--- config.mk ---
export PLATFORM = sky130hd
export DESIGN_NAME = uart_rx_top
export DESIGN_NICKNAME = d
export VERILOG_FILES = /design/src/rtl/uart_rx_top.sv
export SDC_FILE = /design/constraint.sdc
export NUM_CORES = 1
export LEC_CHECK = 0
export ABC_AREA = 1
export CAP_MARGIN = 20
export CELL_PAD_IN_SITES_DETAIL_PLACEMENT = 1
export CELL_PAD_IN_SITES_GLOBAL_PLACEMENT = 1
export CORE_MARGIN = 1
export CORE_UTILIZATION = 50
export DETAILED_ROUTE_END_ITERATION = 8
export PLACE_DENSITY = 0.85
export SYNTH_ARGS = -nofsm -noshare
export SYNTH_HDL_FRONTEND = slang
export SYNTH_SLANG_ARGS = --single-unit
--- constraint.sdc ---
create_clock -name clk_i -period 3.15 [get_ports clk_i]
set_input_delay 0.4725 -clock clk_i [delete_from_list [all_inputs] [get_ports clk_i]]
set_output_delay 0.4725 -clock clk_i [all_outputs]
set_load 0.02 [all_outputs]
--- src/rtl/uart_rx_top.sv ---
// UART receiver: 2-flop line synchroniser, oversampling 8N1 deserialiser and
// a first-word-fall-through receive FIFO read through the bus data register.
module uart_rx_top #(
  parameter int FIFO_DEPTH = 32
) (
  input  logic        clk_i,
  input  logic        rstn_i,
  input  logic        UART_Kontrol_Yazmaci_rx_Active,
  input  logic        UART_Veri_Okuma_Yazmaci_enable,
  input  logic [15:0] baud_div,
  input  logic        uart_rx_i,
  output logic [7:0]  UART_Veri_Okuma_Yazmaci_rdata,
  output logic        UART_Durum_Yazmaci_rx_full,
  output logic        UART_Durum_Yazmaci_rx_empty,
  output logic        rx_frame_err_o,
  output logic        rx_overrun_o
);

  localparam int AW = $clog2(FIFO_DEPTH);

  typedef enum logic [1:0] {IDLE, START, DATA, STOP} state_t;

  state_t      state, state_nx;
  logic        sync1, rx_s;
  logic        prev_high;
  logic [15:0] cnt;
  logic [15:0] half_m1, full_m1;
  logic [2:0]  bit_idx;
  logic [7:0]  shreg;
  logic        cnt_clr, shift_en, push, frame_err;

  logic [7:0]  mem [FIFO_DEPTH];
  logic [AW:0] wr_ptr, rd_ptr;
  logic        full, empty, pop, push_ok, overrun;

  assign half_m1 = (baud_div >> 1) - 16'd1;
  assign full_m1 = baud_div - 16'd1;

  always_ff @(posedge clk_i or negedge rstn_i) begin
    if (!rstn_i) begin
      sync1 <= 1'b1;
      rx_s  <= 1'b1;
    end else begin
      sync1 <= uart_rx_i;
      rx_s  <= sync1;
    end
  end

  always_ff @(posedge clk_i or negedge rstn_i) begin
    if (!rstn_i) state <= IDLE;
    else         state <= state_nx;
  end

  always_comb begin
    state_nx  = state;
    cnt_clr   = 1'b0;
    shift_en  = 1'b0;
    push      = 1'b0;
    frame_err = 1'b0;
    if (!UART_Kontrol_Yazmaci_rx_Active) begin
      state_nx = IDLE;
      cnt_clr  = 1'b1;
    end else begin
      case (state)
        IDLE: begin
          cnt_clr = 1'b1;
          // A start needs a high-to-low transition, so a held break cannot retrigger.
          if (prev_high && !rx_s) state_nx = START;
        end
        START: begin
          if (cnt == half_m1) begin
            cnt_clr  = 1'b1;
            state_nx = rx_s ? IDLE : DATA;
          end
        end
        DATA: begin
          if (cnt == full_m1) begin
            cnt_clr  = 1'b1;
            shift_en = 1'b1;
            if (bit_idx == 3'd7) state_nx = STOP;
          end
        end
        STOP: begin
          if (cnt == full_m1) begin
            cnt_clr  = 1'b1;
            state_nx = IDLE;
            if (rx_s) push = 1'b1;
            else      frame_err = 1'b1;
          end
        end
        default: state_nx = IDLE;
      endcase
    end
  end

  always_ff @(posedge clk_i or negedge rstn_i) begin
    if (!rstn_i) begin
      cnt       <= '0;
      bit_idx   <= '0;
      shreg     <= '0;
      prev_high <= 1'b0;
    end else begin
      cnt       <= cnt_clr ? '0 : cnt + 16'd1;
      prev_high <= (state == IDLE) && rx_s;
      if (state != DATA)  bit_idx <= '0;
      else if (shift_en)  bit_idx <= bit_idx + 3'd1;
      if (shift_en)       shreg   <= {rx_s, shreg[7:1]};
    end
  end

  assign empty   = (wr_ptr == rd_ptr);
  assign full    = (wr_ptr[AW] != rd_ptr[AW]) && (wr_ptr[AW-1:0] == rd_ptr[AW-1:0]);
  assign pop     = UART_Veri_Okuma_Yazmaci_enable && !empty;
  // When full, a same-cycle pop frees the slot the push lands in.
  assign push_ok = push && (!full || pop);
  assign overrun = push && full && !pop;

  always_ff @(posedge clk_i) begin
    if (push_ok) mem[wr_ptr[AW-1:0]] <= shreg;
  end

  always_ff @(posedge clk_i or negedge rstn_i) begin
    if (!rstn_i) begin
      wr_ptr         <= '0;
      rd_ptr         <= '0;
      rx_frame_err_o <= 1'b0;
      rx_overrun_o   <= 1'b0;
    end else begin
      if (push_ok) wr_ptr <= wr_ptr + (AW+1)'(1);
      if (pop)     rd_ptr <= rd_ptr + (AW+1)'(1);
      rx_frame_err_o <= frame_err;
      rx_overrun_o   <= overrun;
    end
  end

  assign UART_Veri_Okuma_Yazmaci_rdata = empty ? 8'h00 : mem[rd_ptr[AW-1:0]];
  assign UART_Durum_Yazmaci_rx_full    = full;
  assign UART_Durum_Yazmaci_rx_empty   = empty;

endmodule

==> results.json, run 1 <==
{
  "status": "finished, violations left",
  "violations": "setup timing",
  "yosysSeqAreaShare": 0.649,
  "htreeDepth": 2,
  "worstHoldStart": "sync1",
  "reg2reg_from": "cnt[6]",
  "drive_gt1_frac": 0.173,
  "antenna_found_initial": 0,
  "synth_top_family_by_area": "simple AND/OR/NAND/NOR gates",
  "syn_avg_cell_area_um2": 10.8,
  "post_drt_wl_per_cell_um": 27.7,
  "fin_ws_ns": -0.154,
  "die_y_um": 167,
  "port_buffers": 32,
  "postSynth.asyncResetShare": 0.152,
  "finalCritPeriodShare": 1.05,
  "clk_pin_slew_ns": 0.06,
  "clock.fmax_mhz": 303,
  "cpMaxStageDelayCell": "dfrtp_4",
  "cap_viol_max_count": 0,
  "hold_viol": 0,
  "cts_tree": "done",
  "cts_made_buffers": 34,
  "regArea_um2": 8850,
  "clockRootBuffer": "clkbuf_16",
  "path_class": "reg2out",
  "synthToLayoutAreaGrowth_pct": 21.2,
  "critical_path_required_ns": 2.68,
  "seqPwrFrac": 0.337,
  "dieArea_um2": 27900,
  "tightest_slew_ns": 0.988,
  "finalSetupViolCount": 6,
  "clock-sinks": 302,
  "fin_worst_skew_ns": 0.0270,
  "critPathCaptureType": "primary output",
  "layout.cells.non_filler": 1736,
  "first_pass_iters": 5,
  "rsz0062_at_grt": "yes",
  "muxShareOfSynthArea": 0,
  "switchingPower_mw": 5.09,
  "synth_edf_count": 256,
  "drt_iter0_markers": 1522,
  "num-fill-cells": 2726,
  "totalWireLength_um": 48100,
  "hold_end": "rx_s",
  "row_count": 60,
  "synth_cells": 1261,
  "ys_ff_latch": 302,
  "maxSlewHeadroom": 0.341,
  "cts_buffer_depth": 3,
  "synth_adder_area_share": 0.00919,
  "io_pins": 33,
  "startpoint_type": "flop",
  "first_global_vias": 11300,
  "max_stage_delay_ns": 0.56,
  "yosys_warnings": 0,
  "detail-route-antenna-nets": 0,
  "synth_compound_area_frac": 0.107,
  "place.gp.congestion": 0.875,
  "clkLatencyLatePin_ns": 0.54,
  "fp.coreArea_um2": 26800,
  "n_antenna_cell": 0,
  "num-nets-final": 1400,
  "dp.cells": 1663,
  "internal-power_mw": 8.20,
  "p_clk_frac": 0.300,
  "fin_crit_ns": 3.30,
  "crit_chain": "buf_4, clkbuf_16, nor2_1, o22ai_1, o21ai_0, o21bai_1, a31oi_4, buf_4",
  "synthSimpleGateAreaFrac": 0.161,
  "leakagePower_nw": 6.38,
  "cp.arrival_ns": 2.83,
  "p_per_area_nw_per_um2": 805,
  "drv_slew": 0,
  "place_hpwl_um": 27200,
  "multi_input_comb_area_um2": 4420,
  "dr_total_vias": 11200,
  "stdcell_area_um2": 16500,
  "drc": 0,
  "grt_use_total": 0.325,
  "ir_drop_uv": 492,
  "reg2reg_to": "mem[17][3]",
  "ff2ff_setup_slack_ns": 0.21,
  "grt_pass1_wl_um": 68000,
  "cp_max_fo": 28,
  "place_area_um2": 14900,
  "holdPathStages": 0,
  "grt_max_degree": 70,
  "ys.flop_type": "edfxtp_1",
  "yosysUniqueCellTypes": 39,
  "ff2ff_path_depth": 14,
  "hold_path_class": "reg2reg",
  "cpMostUsedCell": "buf_4",
  "grt-ovfl-total": 0,
  "pwr-share-comb": 0.363,
  "synth-xor-area-share": 0.0314,
  "dieWidth_um": 167,
  "power_switching_share": 0.383,
  "vias_per_cell": 6.43,
  "syn_nets": 1292,
  "synth_area_um2": 13600,
  "initial_core_util": 0.508
}
==> registers in the layout, summed over array words and instances, names as in the netlist <==
name            count
bit_idx             3
cnt                16
mem               256
prev_high           1
rd_ptr              6
rx_frame_err_o      1
rx_overrun_o        1
rx_s                1
shreg               8
state               2
sync1               1
wr_ptr              6
==> through the flow <==
| step | hold slack (ns) | worst slack [ns] | total power [mW] | utilization | TNS (ns) |
|---|---|---|---|---|---|
| 5_1_grt | 0.367 | -0.267 | 13.6 | 0.616 | -26.29 |
| 4_1_cts | 0.364 | -0.0195 | 12.8 | 0.603 | -0.0195 |
| 6_report | 0.362 | -0.154 | 13.3 | 0.616 | -0.359 |
| 3_3_place_gp | 0.346 | -0.119 | 8.31 | 0.556 | -16.69 |
| 2_1_floorplan | 0.177 | 0.407 | 6.93 | - | 0 |
| 3_5_place_dp | 0.356 | -0.379 | 8.55 | 0.556 | -70.17 |
==> synthesized netlist by cell type, types with 9 or more instances <==
cell | count | area [µm²]
nor2_1 | 234 | 878
nand3_1 | 72 | 360
ha_1 | 10 | 125
nor3_1 | 13 | 65.1
o22ai_1 | 17 | 106
xnor2_1 | 19 | 166
inv_1 | 72 | 270
xor2_1 | 28 | 245
edfxtp_1 | 256 | 7690
nand2_1 | 150 | 563
o21ai_0 | 153 | 766
o221ai_1 | 47 | 412
clkbuf_1 | 54 | 203
dfrtp_1 | 44 | 1100
nand4_1 | 9 | 56.3
==> critical path, delay by kind of cell (launching register included) <==
kind,cells,cell delay [ns]
AO/OA/AOI/OAI,4,0.98
buffers and inverters,3,0.60
flip-flops,1,0.56
AND/OR/NAND/NOR,1,0.15
==> worst max-delay path by stage <==
stage                            from                                to  slack [ns]  cells past startpoint
after floorplan           baud_div[1]                        mem[13][0]        0.41                     17
after global placement    baud_div[1]                        mem[17][4]       -0.12                     16
after detailed placement  baud_div[1]                        mem[17][3]       -0.38                     16
after CTS                   rd_ptr[0]  UART_Veri_Okuma_Yazmaci_rdata[3]       -0.02                      8
after global routing        rd_ptr[0]  UART_Veri_Okuma_Yazmaci_rdata[5]       -0.27                      9
final                       rd_ptr[0]  UART_Veri_Okuma_Yazmaci_rdata[5]       -0.15                      8
==> power groups by stage <==
stage / registers, mW / logic, mW / clock network (mW)
finish: 4.48 / 4.82 / 3.99
global route: 4.48 / 4.99 / 4.10
CTS: 4.47 / 4.37 / 3.96
detailed placement: 4.53 / 4.02 / 0
global placement: 4.53 / 3.78 / 0
floorplan: 4.48 / 2.46 / 0
==> cell type report <==
class                   count  share of cell area
multi-input cells         815               0.268
repair buffers            139              0.0861
clock inverters            11             0.00789
flip-flops and latches    302               0.536
inverters                  77              0.0178
well taps                 341              0.0259
clock buffers              51              0.0585
==> layer usage <==
| layer | part of all wire | GRT usage |
|---|---|---|
| met5 | 0 | 0 |
| met4 | 0.045 | 0.145 |
| met3 | 0.089 | 0.0596 |
| met2 | 0.49 | 0.546 |
| met1 | 0.38 | 0.413 |
==> placed cells by master, fill, tap and decap left out, types with 28 or more instances in the layout <==
cell type  netlist  final
buf_6            1     31
xor2_1          28     28
o21ai_0        153    147
nor2_2           8     37
nand3_1         72     72
clkbuf_16        0     36
edfxtp_1       256    256
inv_1           72     68
buf_4            1     63
dfrtp_1         44     39
nand2_1        150    149
o221ai_1        47     41
nor2_1         234    202
==> timing repair <==
action                     4_1_cts  5_1_grt
setup buffers                    1        5
cloned                           3        1
hold endpoints to repair        14        0
setup endpoints to repair       10      265
pin swaps                        3       12
hold buffers                     1        0
resized for setup               41       96
==> cell families after synthesis <==
group	Yosys count
simple gates	513
flops	302
compound gates	244
buf+inv	144
xor+xnor	48
fa+ha+maj	10
Note: power is estimated with default switching activity, not from simulation.
==> run 2, diff against run 1 <==
CORE_ASPECT_RATIO = 1.75   (was unset)
==> results.json, run 2 (synthesis gave the netlist of run 1 again) <==
{
  "cpMaxStageDelayCell": "dfrtp_4",
  "fin_worst_skew_ns": 0.0167,
  "clock.fmax_mhz": 307,
  "htreeDepth": 1,
  "finalSetupViolCount": 5,
  "clock-sinks": 302,
  "final_common_cell": "edfxtp_1",
  "tightest_slew_ns": 0.885,
  "cap_viol_max_count": 0,
  "detail-route-antenna-nets": 0,
  "grt_pass1_wl_um": 65300,
  "hold_viol": 0,
  "fp.coreArea_um2": 26700,
  "grt_use_total": 0.319,
  "violations": "setup timing",
  "clkLatencyLatePin_ns": 0.56,
  "row_count": 79,
  "drive_gt1_frac": 0.166,
  "hold_buffers": 0,
  "n_antenna_cell": 0,
  "p_per_area_nw_per_um2": 786,
  "startpoint_type": "flop",
  "layout_common_cells": "256 x edfxtp_1, 230 x nor2_1, 148 x nand2_1, 138 x o21ai_0, 113 x buf_4",
  "clk_pin_slew_ns": 0.06,
  "dieArea_um2": 27900,
  "path_delay_family": "buffers and inverters",
  "dp.cells": 1667,
  "synthToLayoutAreaGrowth_pct": 20.2,
  "drv_slew": 0,
  "totalWireLength_um": 44900,
  "maxSlewHeadroom": 0.410,
  "grt-ovfl-total": 0,
  "num-fill-cells": 2798,
  "antenna_found_initial": 0,
  "vias_per_cell": 6.19,
  "layout.cells.non_filler": 1728,
  "num-nets-final": 1414,
  "crit_buf_inv": 3,
  "cts_tree": "done",
  "dieWidth_um": 127,
  "critical_path_required_ns": 2.68,
  "port_buffers": 32,
  "die_y_um": 220,
  "io_pins": 33,
  "stdcell_area_um2": 16400,
  "finalPower_mw": 12.9,
  "crit_chain": "clkinv_8, bufbuf_16, o21ai_0, o221ai_1, nand3_2, nand3_1, nand2_1, a31oi_1, buf_2",
  "clockRootBuffer": "clkbuf_16",
  "status": "finished, violations left",
  "ir_drop_uv": 489,
  "path_class": "reg2out",
  "critPathCaptureType": "primary output",
  "first_pass_iters": 7,
  "grt_max_degree": 46,
  "hold_path_class": "in2async",
  "place_area_um2": 15100,
  "leakagePower_nw": 6.46,
  "cts_buffer_depth": 3,
  "finish.utilization": 0.613,
  "fin_crit_ns": 3.26,
  "first_global_vias": 11400,
  "largest_register_ffs": 256,
  "cts_made_buffers": 27,
  "rsz0062_at_grt": "yes",
  "holdWs_ns": 0.0352,
  "place.gp.congestion": 0.882,
  "fin_ws_ns": -0.108,
  "ff2ff_setup_slack_ns": 0.50,
  "drc": 0,
  "initial_core_util": 0.510,
  "cp.arrival_ns": 2.79,
  "finalCritPeriodShare": 1.03,
  "post_drt_wl_per_cell_um": 26.0,
  "place_hpwl_um": 28300,
  "max_stage_delay_ns": 0.58,
  "drt_iter0_markers": 917,
  "dr_total_vias": 10700,
  "cp_max_fo": 24
}
run 2: cell count changes in the layout (fill, tap and decap cells not counted), moves of 8 or more:
cell	before	now
buf_4	63	113
buf_6	31	0
nor2_1	202	230
nor2_2	37	12
o21ai_0	147	138
clkbuf_1	13	5
run 2: final timing paths:
| kind | startpoint | endpoint | cells after the start |
|---|---|---|---|
| setup / recovery | rd_ptr[0] | UART_Veri_Okuma_Yazmaci_rdata[5] | 9 |
| hold / removal | rstn_i | cnt[1] | 1 |
| setup reg to reg | rd_ptr[1] | mem[0][2] | 13 |
| hold reg to reg | sync1 | rx_s | 0 |
| max in group asynchronous | rstn_i | rx_overrun_o | 2 |
| min in group clk_i | uart_rx_i | sync1 | 1 |
run 2: per-stage QoR:
stage	setup slack, ns	setup TNS, ns
global placement	-0.216	-37.67
CTS	-0.00609	-0.00609
floorplan	0.407	0
detailed placement	-0.326	-59.83
global route	-0.127	-0.358
finish	-0.108	-0.265
run 2: layout make-up:
cell class | count | area (µm²) | share of cell area
Multi-Input combinational cell | 815 | 4320 | 0.264
Tap cell | 324 | 405 | 0.0248
Timing Repair Buffer | 160 | 1560 | 0.0956
Sequential cell | 302 | 8850 | 0.541
Inverter | 77 | 305 | 0.0187
Clock inverter | 15 | 183 | 0.0112
Clock buffer | 35 | 736 | 0.0450
run 2: layer usage:
layer | share of wire | track usage
met1 | 0.33 | 0.320
met2 | 0.56 | 0.621
met3 | 0.047 | 0.0283
met4 | 0.067 | 0.216
met5 | 0 | 0
run 2: power breakdown:
group | total (mW) | switching [mW] | leakage, nW | internal (mW)
clock | 3.47 | 1.49 | 0.454 | 1.98
combinational | 4.88 | 3.16 | 2.69 | 1.72
sequential | 4.51 | 0.164 | 3.32 | 4.35
total | 12.9 | 4.82 | 6.46 | 8.05
run 2: timing repair:
action / 4_1_cts / 5_1_grt
setup buffers: 3 / 1
resized for setup: 65 / 33
setup endpoints to repair: 10 / 73
cloned: 3 / 2
pin swaps: 13 / 16
hold endpoints to repair: 0 / 0
==> run 3, diff against run 2 <==
PLACE_DENSITY = unset   (was 0.85)
PLACE_DENSITY_LB_ADDON = 0.1   (was unset)
==> results.json, run 3 (synthesis gave the netlist of run 1 again) <==
{
  "clk_pin_slew_ns": 0.06,
  "path_class": "reg2out",
  "violations": "setup timing",
  "antenna_found_initial": 0,
  "layout.cells.non_filler": 1739,
  "place_hpwl_um": 27100,
  "clockRootBuffer": "clkbuf_16",
  "met3WireLength_um": 1480,
  "finish.utilization": 0.612,
  "finalSetupViolCount": 2,
  "cts_made_buffers": 27,
  "place.gp.congestion": 0.869,
  "synthToLayoutAreaGrowth_pct": 20.0,
  "grt_use_total": 0.299,
  "ir_drop_uv": 385,
  "io_pins": 33,
  "fin_tns_setup_ns": -0.0556,
  "fp.coreArea_um2": 26700,
  "dp.cells": 1679,
  "grt-ovfl-total": 0,
  "cap_viol_max_count": 0,
  "drt_iter0_markers": 621,
  "fin_crit_ns": 3.19,
  "cts_tree": "done",
  "status": "finished, violations left",
  "critical_path_required_ns": 2.68,
  "layout_common_cells": "256 x edfxtp_1, 232 x nor2_1, 149 x nand2_1, 148 x o21ai_0, 120 x buf_4",
  "p_per_area_nw_per_um2": 760,
  "dieArea_um2": 27900,
  "post_drt_wl_per_cell_um": 23.8,
  "crit_chain": "clkinv_8, buf_12, o21ai_1, o22ai_1, o211ai_1, nand3_1, nand2_1, a31oi_1, buf_2",
  "cts_buffer_depth": 3,
  "cpMaxStageDelayCell": "dfrtp_4",
  "grt_pass1_wl_um": 61400,
  "first_pass_iters": 4,
  "row_count": 79,
  "die_y_um": 220,
  "totalWireLength_um": 41400,
  "num-nets-final": 1427,
  "path_delay_family": "compound AO/OA/AOI/OAI gates",
  "critPathCaptureType": "primary output",
  "clock.fmax_mhz": 314,
  "first_global_vias": 10900,
  "drc": 0,
  "largest_register_ffs": 256,
  "wl_met1_um": 14400,
  "dr_total_vias": 10200,
  "vias_per_cell": 5.89,
  "holdWs_ns": 0.330,
  "grt_max_degree": 70,
  "cp_max_fo": 22,
  "clkLatencyLatePin_ns": 0.55,
  "crit_buf_inv": 3,
  "max_stage_delay_ns": 0.52,
  "hold_path_class": "in2reg",
  "leakagePower_nw": 6.49,
  "port_buffers": 32,
  "fin_worst_skew_ns": 0.0109,
  "drive_gt1_frac": 0.158,
  "drv_slew": 0,
  "cp.arrival_ns": 2.72,
  "final_common_cell": "edfxtp_1",
  "tightest_slew_ns": 0.864,
  "n_antenna_cell": 0,
  "htreeDepth": 1,
  "startpoint_type": "flop",
  "finalPower_mw": 12.4,
  "clock-sinks": 302,
  "hold_viol": 0,
  "fin_ws_ns": -0.0387,
  "initial_core_util": 0.510,
  "routed.top_layer": "met4",
  "wl_met2_um": 23500,
  "finalCritPeriodShare": 1.01,
  "num-fill-cells": 2840,
  "maxSlewHeadroom": 0.424,
  "dieWidth_um": 127,
  "detail-route-antenna-nets": 0
}
run 3: cell types whose count changed in the layout (fill, tap and decap cells not counted), sizes merged:
cell / delta
clkinv: -3
buf: +11
inv: +1
clkbuf: +1
clkinvlp: +1
dlygate4sd3: +1
bufinv: -1
run 3: what timing repair did:
action / CTS / global route
hold buffers: 1 / 0
buffers inserted: 0 / 4
endpoints found under the hold margin: 13 / 0
pin swaps: 6 / 7
setup endpoints to repair: 10 / 31
cloned: 2 / 3
gates resized for setup: 50 / 12
run 3: worst register-to-register path, cell delays in order (launching register included):
cell and delay (ns):
dfrtp_1 0.46, xnor2_1 0.37, o21ai_0 0.15, nand2_1 0.11
inv_1 0.04, nor2_1 0.08, nand2_1 0.08, nor2_2 0.11
nand2_2 0.09, nor3_4 0.24, buf_6 0.19, nand2_4 0.16
nor2_1 0.17, buf_4 0.20
run 3: per-layer routing:
layer,track usage,vias to the layer above
met5,0,-
met4,0.199,0
met3,0.0288,104
met2,0.577,256
met1,0.304,5175
li1,-,4709
run 3: per-stage QoR:
step,setup WS (ns),area [µm²]
2_1_floorplan,0.407,13600
3_3_place_gp,-0.296,15100
3_5_place_dp,-0.409,15200
4_1_cts,-0.0162,16200
5_1_grt,-0.0492,16300
6_report,-0.0387,16300
run 3: final cells by class:
| class | instances | area, µm² | area share |
|---|---|---|---|
| Clock buffer | 35 | 736 | 0.0450 |
| Sequential cell | 302 | 8850 | 0.541 |
| Multi-Input combinational cell | 815 | 4230 | 0.259 |
| Tap cell | 324 | 405 | 0.0248 |
| Clock inverter | 13 | 146 | 0.00896 |
| Timing Repair Buffer | 173 | 1670 | 0.102 |
| Inverter | 77 | 302 | 0.0185 |
run 3: final timing paths:
| path | start | to | slack, ns | cells after the start |
|---|---|---|---|---|
| setup / recovery | rd_ptr[0] | UART_Veri_Okuma_Yazmaci_rdata[7] | -0.04 | 9 |
| max in group asynchronous | rstn_i | rd_ptr[1] | 2.12 | 3 |
| hold / removal | uart_rx_i | sync1 | 0.33 | 1 |
| hold reg to reg | sync1 | rx_s | 0.36 | 0 |
| min in group asynchronous | rstn_i | rx_frame_err_o | 0.38 | 2 |
| setup reg to reg | cnt[11] | mem[22][5] | 0.42 | 13 |
run 3: report_power, final:
part / switching [mW] / internal [mW] / leakage [nW]
Combinational: 2.92 / 1.68 / 2.74
Clock: 1.47 / 1.89 / 0.427
Sequential: 0.108 / 4.35 / 3.32
Total: 4.50 / 7.92 / 6.49
